[src/rtl/rv523_reg_pkg.sv]
`default_nettype none
// ============================================================================
//  Module      : rv523_reg_pkg
//  Description : Mode encoding and NAND helpers for the RV523 register slice.
//  Revision    : 1.0 - initial release
// ============================================================================
package rv523_reg_pkg;

    typedef logic [1:0] mode_t;

    localparam mode_t MODE_HOLD  = 2'b00;
    localparam mode_t MODE_LOAD  = 2'b01;
    localparam mode_t MODE_SHIFT = 2'b10;
    localparam mode_t MODE_COUNT = 2'b11;

    function automatic logic nand2(input logic a, input logic b);
        return ~(a & b);
    endfunction

    function automatic logic nand4(input logic a, input logic b,
                                   input logic c, input logic e);
        return ~(a & b & c & e);
    endfunction

endpackage
`default_nettype wire

[src/rtl/nand_reg_bit.sv]
`default_nettype none
// ============================================================================
//  Module      : nand_reg_bit
//  Description : One state bit: NAND-only 4:1 mode mux, increment half-adder
//                and synchronous-reset flop.
//  Revision    : 1.0 - initial release
// ============================================================================
module nand_reg_bit
    import rv523_reg_pkg::*;
#(
    parameter logic RESET_BIT = 1'b0
) (
    input  logic  clk,
    input  logic  rst_n,
    input  mode_t mode,
    input  logic  d,
    input  logic  shift_in,
    input  logic  cin,
    output logic  q,
    output logic  cout
);

    logic r_q;
    logic w_m1n, w_m0n;
    logic w_hold_n, w_load_n, w_shift_n, w_count_n;
    logic w_sel_hold, w_sel_load, w_sel_shift, w_sel_count;
    logic w_x1, w_x2, w_x3, w_inc;
    logic w_t0, w_t1, w_t2, w_t3, w_next;

    assign w_m1n       = nand2(mode[1], mode[1]);
    assign w_m0n       = nand2(mode[0], mode[0]);
    assign w_hold_n    = nand2(w_m1n,   w_m0n);
    assign w_load_n    = nand2(w_m1n,   mode[0]);
    assign w_shift_n   = nand2(mode[1], w_m0n);
    assign w_count_n   = nand2(mode[1], mode[0]);
    assign w_sel_hold  = nand2(w_hold_n,  w_hold_n);
    assign w_sel_load  = nand2(w_load_n,  w_load_n);
    assign w_sel_shift = nand2(w_shift_n, w_shift_n);
    assign w_sel_count = nand2(w_count_n, w_count_n);

    // Four-NAND XOR gives q ^ cin; its first stage also yields q & cin.
    assign w_x1  = nand2(r_q, cin);
    assign w_x2  = nand2(r_q, w_x1);
    assign w_x3  = nand2(cin, w_x1);
    assign w_inc = nand2(w_x2, w_x3);
    assign cout  = nand2(w_x1, w_x1);

    // Unselected terms are gated by a 0 select, so an X on d outside load cannot leak.
    assign w_t0   = nand2(r_q,      w_sel_hold);
    assign w_t1   = nand2(d,        w_sel_load);
    assign w_t2   = nand2(shift_in, w_sel_shift);
    assign w_t3   = nand2(w_inc,    w_sel_count);
    assign w_next = nand4(w_t0, w_t1, w_t2, w_t3);

    always_ff @(posedge clk) begin
        if (!rst_n) begin
            r_q <= RESET_BIT;
        end else begin
            r_q <= w_next;
        end
    end

    assign q = r_q;

endmodule
`default_nettype wire

[src/rtl/nand_reg_slice_n.sv]
`default_nettype none
// ============================================================================
//  Module      : nand_reg_slice_n
//  Description : WIDTH-bit hold/load/shift/count register with carry pulse
//                and optional saturation.
//  Revision    : 1.0 - initial release
// ============================================================================
module nand_reg_slice_n
    import rv523_reg_pkg::*;
#(
    parameter int               WIDTH       = 8,
    parameter logic [WIDTH-1:0] RESET_VALUE = '0,
    parameter int               SATURATE    = 0
) (
    input  logic             clk,
    input  logic             rst_n,
    input  logic [1:0]       mode,
    input  logic [WIDTH-1:0] d,
    input  logic             scan_in,
    output logic [WIDTH-1:0] q,
    output logic             scan_out,
    output logic             carry_out,
    output logic             at_max
);

    logic [WIDTH-1:0] w_q;
    logic [WIDTH-1:0] w_shift_in;
    logic [WIDTH:0]   w_carry;
    logic             w_is_count;
    logic             w_sat_hold;
    mode_t            w_mode_eff;
    logic             r_carry_out;

    // Carry into bit 0 is a constant 1, so the chain output doubles as all-ones detect.
    assign w_carry[0] = 1'b1;
    assign w_shift_in = {w_q[WIDTH-2:0], scan_in};
    assign w_is_count = (mode == MODE_COUNT);
    assign w_sat_hold = w_is_count && w_carry[WIDTH] && (SATURATE != 0);
    assign w_mode_eff = w_sat_hold ? MODE_HOLD : mode;

    genvar gi;
    generate
        for (gi = 0; gi < WIDTH; gi++) begin : g_bit
            nand_reg_bit #(
                .RESET_BIT (RESET_VALUE[gi])
            ) u_bit (
                .clk      (clk),
                .rst_n    (rst_n),
                .mode     (w_mode_eff),
                .d        (d[gi]),
                .shift_in (w_shift_in[gi]),
                .cin      (w_carry[gi]),
                .q        (w_q[gi]),
                .cout     (w_carry[gi+1])
            );
        end
    endgenerate

    always_ff @(posedge clk) begin
        if (!rst_n) begin
            r_carry_out <= 1'b0;
        end else begin
            r_carry_out <= w_is_count && w_carry[WIDTH] && (SATURATE == 0);
        end
    end

    assign q         = w_q;
    assign scan_out  = w_q[WIDTH-1];
    assign at_max    = w_carry[WIDTH];
    assign carry_out = r_carry_out;

endmodule
`default_nettype wire
[config.mk]
export PLATFORM = sky130hd
export DESIGN_NAME = nand_reg_slice_n
export DESIGN_NICKNAME = d
export VERILOG_FILES = /design/src/rtl/rv523_reg_pkg.sv /design/src/rtl/nand_reg_bit.sv /design/src/rtl/nand_reg_slice_n.sv
export SDC_FILE = /design/constraint.sdc
export NUM_CORES = 1
export LEC_CHECK = 0
export CORE_UTILIZATION = 37
export DETAILED_ROUTE_END_ITERATION = 16
export PLACE_DENSITY = 0.73
export SETUP_SLACK_MARGIN = 0.1
export SYNTH_ARGS = -nofsm -noshare
export SYNTH_HDL_FRONTEND = slang
export SYNTH_SLANG_ARGS = --single-unit
[constraint.sdc]
create_clock -name clk -period 1.82 [get_ports clk]
set_input_delay 0.364 -clock clk [delete_from_list [all_inputs] [get_ports clk]]
set_output_delay 0.364 -clock clk [all_outputs]
set_load 0.01 [all_outputs]
==> impl_metrics.ini, run 1 <==
[floorplan]
core_area_mm2 = 0.00151
std_cell_rows = 14
die_area_mm2 = 0.00178
start_util = 0.396
die_h_um = 42.2
ioPinCount = 24
die_w_um = 42.2

[setup_path]
cp-endpoint = at_max
startpoint = g_bit[0].u_bit.q$_SDFF_PN0_
r2r_cells = 9
path_class = flip-flop to output pin
r2r_end = g_bit[7].u_bit.q$_SDFF_PN0_
r2r_start = g_bit[0].u_bit.q$_SDFF_PN0_
critPathRequiredTime_ns = 1.46
start_kind = flip-flop
worstPathMaxFanout = 2
reg2reg_slack_ns = -0.03
arrival_ns = 1.80
end_kind = output pin

[status]
failed_checks = negative setup slack
status = finished with violations

[yosys]
ys_seq_area_frac = 0.302
avgSynthCellArea_um2 = 10.9
syn-num-nets = 75
syn_area_um2 = 597
netlist.top_cell.by_area = dfxtp_1
ys_ff_latch = 9
netlist-cell-type-count = 12
synth_cells = 55
synth_top_area_frac = 0.302
yosys_warnings = 0
synthTopCellsByArea = dfxtp_1, mux2i_1, ha_1, buf_4, o22ai_1

[route]
wl_per_cell_um = 13.2
drt-pass1-iter-count = 2
routed_wl_um = 1240
vias = 489
ant_nets = 0
avgViaCountPerCell = 5.20
drc = 0
drt-initial-drc-count = 2

[cts]
clk_root_buffer_cell = clkbuf_4
cts_buffers = 3
cts_tree = built
cts.path.max_buffers = 2
clk-insertion-delay-late_ns = 0.26
ctsHoldBuffers = 0
clk_pin_slew_ns = 0.06
htreeDepth = 1
cts.sinks = 9

[final_layout]
nFillCells = 133
final_util = 0.615
final_cells = 94
n_antenna_cell = 0
area_growth_syn_to_layout_pct = 55.1
layout.nets = 99
drive_gt1_frac = 0.282

[sta]
tightestPinTransition_ns = 0.345
fmax_mhz = 461
slew_headroom = 0.770
grt_setup_unrepaired = yes
post-route-worst-setup-slack_ns = -0.349
hold_viol = 0
slew_viol_final = 0
fin_hold_ws_ns = 0.622
setup_viol = 2
tns_ns = -0.374
finClkSkew_ns = 0.00109
finalCriticalPeriod_ns = 2.17
fin_crit_sh = 1.19

[global_routing]
antenna_found_initial = 0
grt_pass1_vias = 495
gr-usage-all-layers = 0.156
grt_max_degree = 18
grt_pass1_wl_um = 2130
grt_overflow = 0

[worst_hold_path]
hp-class = flip-flop to flip-flop

[placed_design]
placement.io_buffers = 23
dp.cells = 90
hpwl_um = 925
place_congestion = 0.684
post-place-ws_ns = -0.421

[run]
maxCapViolations = 0

[pwr]
total_leakage_power_nw = 0.381
powerDensity_mw_per_mm2 = 560
vdd_drop_max_mv = 0.520
cell usage in the layout, fill, tap and decap left out:
cell	n
mux2i_1	16
clkdlybuf4s50_1	22
clkbuf_1	1
and4_2	1
dfxtp_4	1
nand2_1	1
buf_6	1
dfxtp_1	6
inv_1	1
dfxtp_2	2
buf_4	7
clkbuf_4	3
o22ai_1	8
ha_4	7
nand2b_1	1
how the worst min path moves through the flow:
stage,startpoint,endpoint,slack [ns],cells after the start
floorplan,d[4],g_bit[4].u_bit.q$_SDFF_PN0_,0.53,2
global placement,g_bit[7].u_bit.q$_SDFF_PN0_,g_bit[7].u_bit.q$_SDFF_PN0_,0.61,2
detailed placement,g_bit[6].u_bit.q$_SDFF_PN0_,g_bit[6].u_bit.q$_SDFF_PN0_,0.62,2
CTS,g_bit[6].u_bit.q$_SDFF_PN0_,g_bit[6].u_bit.q$_SDFF_PN0_,0.63,2
global route,g_bit[6].u_bit.q$_SDFF_PN0_,g_bit[6].u_bit.q$_SDFF_PN0_,0.68,2
finish,g_bit[6].u_bit.q$_SDFF_PN0_,g_bit[6].u_bit.q$_SDFF_PN0_,0.62,2
synthesized netlist by cell type (all sizes together):
| master | count |
|---|---|
| buf | 11 |
| dfxtp | 9 |
| and4 | 1 |
| ha | 7 |
| mux2i | 16 |
| inv | 1 |
| o22ai | 8 |
| nand2 | 1 |
| nand2b | 1 |
final cells by class:
| type | count | area [µm²] | share of cell area |
|---|---|---|---|
| Tap cell | 16 | 20.0 | 0.0216 |
| Inverter | 1 | 3.75 | 0.00405 |
| Sequential cell | 9 | 186 | 0.201 |
| Clock buffer | 4 | 26.3 | 0.0284 |
| Multi-Input combinational cell | 34 | 405 | 0.438 |
| Timing Repair Buffer | 30 | 284 | 0.307 |
critical path, stage by stage, from the launching register on:
cell and delay, ns:
dfxtp_4 0.35, ha_4 0.16, ha_4 0.16, ha_4 0.15
ha_4 0.15, ha_4 0.15, ha_4 0.16, ha_4 0.15
buf_6 0.11
sequential cells by signal, summed over array words and instances, names as in the netlist:
register	flops
carry_out	1
g_bit.u_bit.q	8
power by group:
group / leakage (nW) / internal (mW) / switching [mW]
registers: 0.0751 / 0.209 / 0.0133
logic: 0.291 / 0.0861 / 0.0513
clock network: 0.0150 / 0.0847 / 0.0741
total: 0.381 / 0.380 / 0.139
metrics by stage:
step / total power, mW / instance area [µm²]
3_3_place_gp: 0.362 / 897
6_report: 0.519 / 926
5_1_grt: 0.557 / 926
3_5_place_dp: 0.366 / 897
4_1_cts: 0.528 / 925
2_1_floorplan: 0.309 / 689
metal layers:
layer / GRT usage / part of all wire / up-vias / routed length (µm)
li1: - / - / 243 / -
met1: 0.170 / 0.43 / 229 / 539
met2: 0.274 / 0.51 / 17 / 631
met3: 0.0690 / 0.059 / 0 / 73
met4: 0.0375 / 0 / 0 / 0
met5: 0 / 0 / - / 0
logic make-up (layout without fill, tap and decap cells):
| kind of cell | after synthesis | in the layout | share of synthesized area |
|---|---|---|---|
| AOI/OAI and AO/OA | 8 | 8 | 0.0839 |
| adders and majority gates | 7 | 7 | 0.147 |
| buffers and inverters | 12 | 35 | 0.166 |
| DFF | 9 | 9 | 0.302 |
| muxes | 16 | 16 | 0.268 |
| and+or+nand+nor | 3 | 3 | 0.0335 |
timing repair:
action                                  CTS  global route
pin swaps                                 2             1
setup buffers                             0             0
resized for setup                         5             1
endpoints found under the setup margin    3             4
Note: power is estimated with default switching activity, not from simulation.
==> run 2, diff against run 1 <==
--- a/config.mk
+++ b/config.mk
@@ -9,6 +9,7 @@
 export DETAILED_ROUTE_END_ITERATION = 16
 export PLACE_DENSITY = 0.73
 export SETUP_SLACK_MARGIN = 0.1
+export SLEW_MARGIN = 20
 export SYNTH_ARGS = -nofsm -noshare
 export SYNTH_HDL_FRONTEND = slang
 export SYNTH_SLANG_ARGS = --single-unit
==> results of run 2 <==
Same layout as run 1: the final DEF is identical, and so are final timing and power.
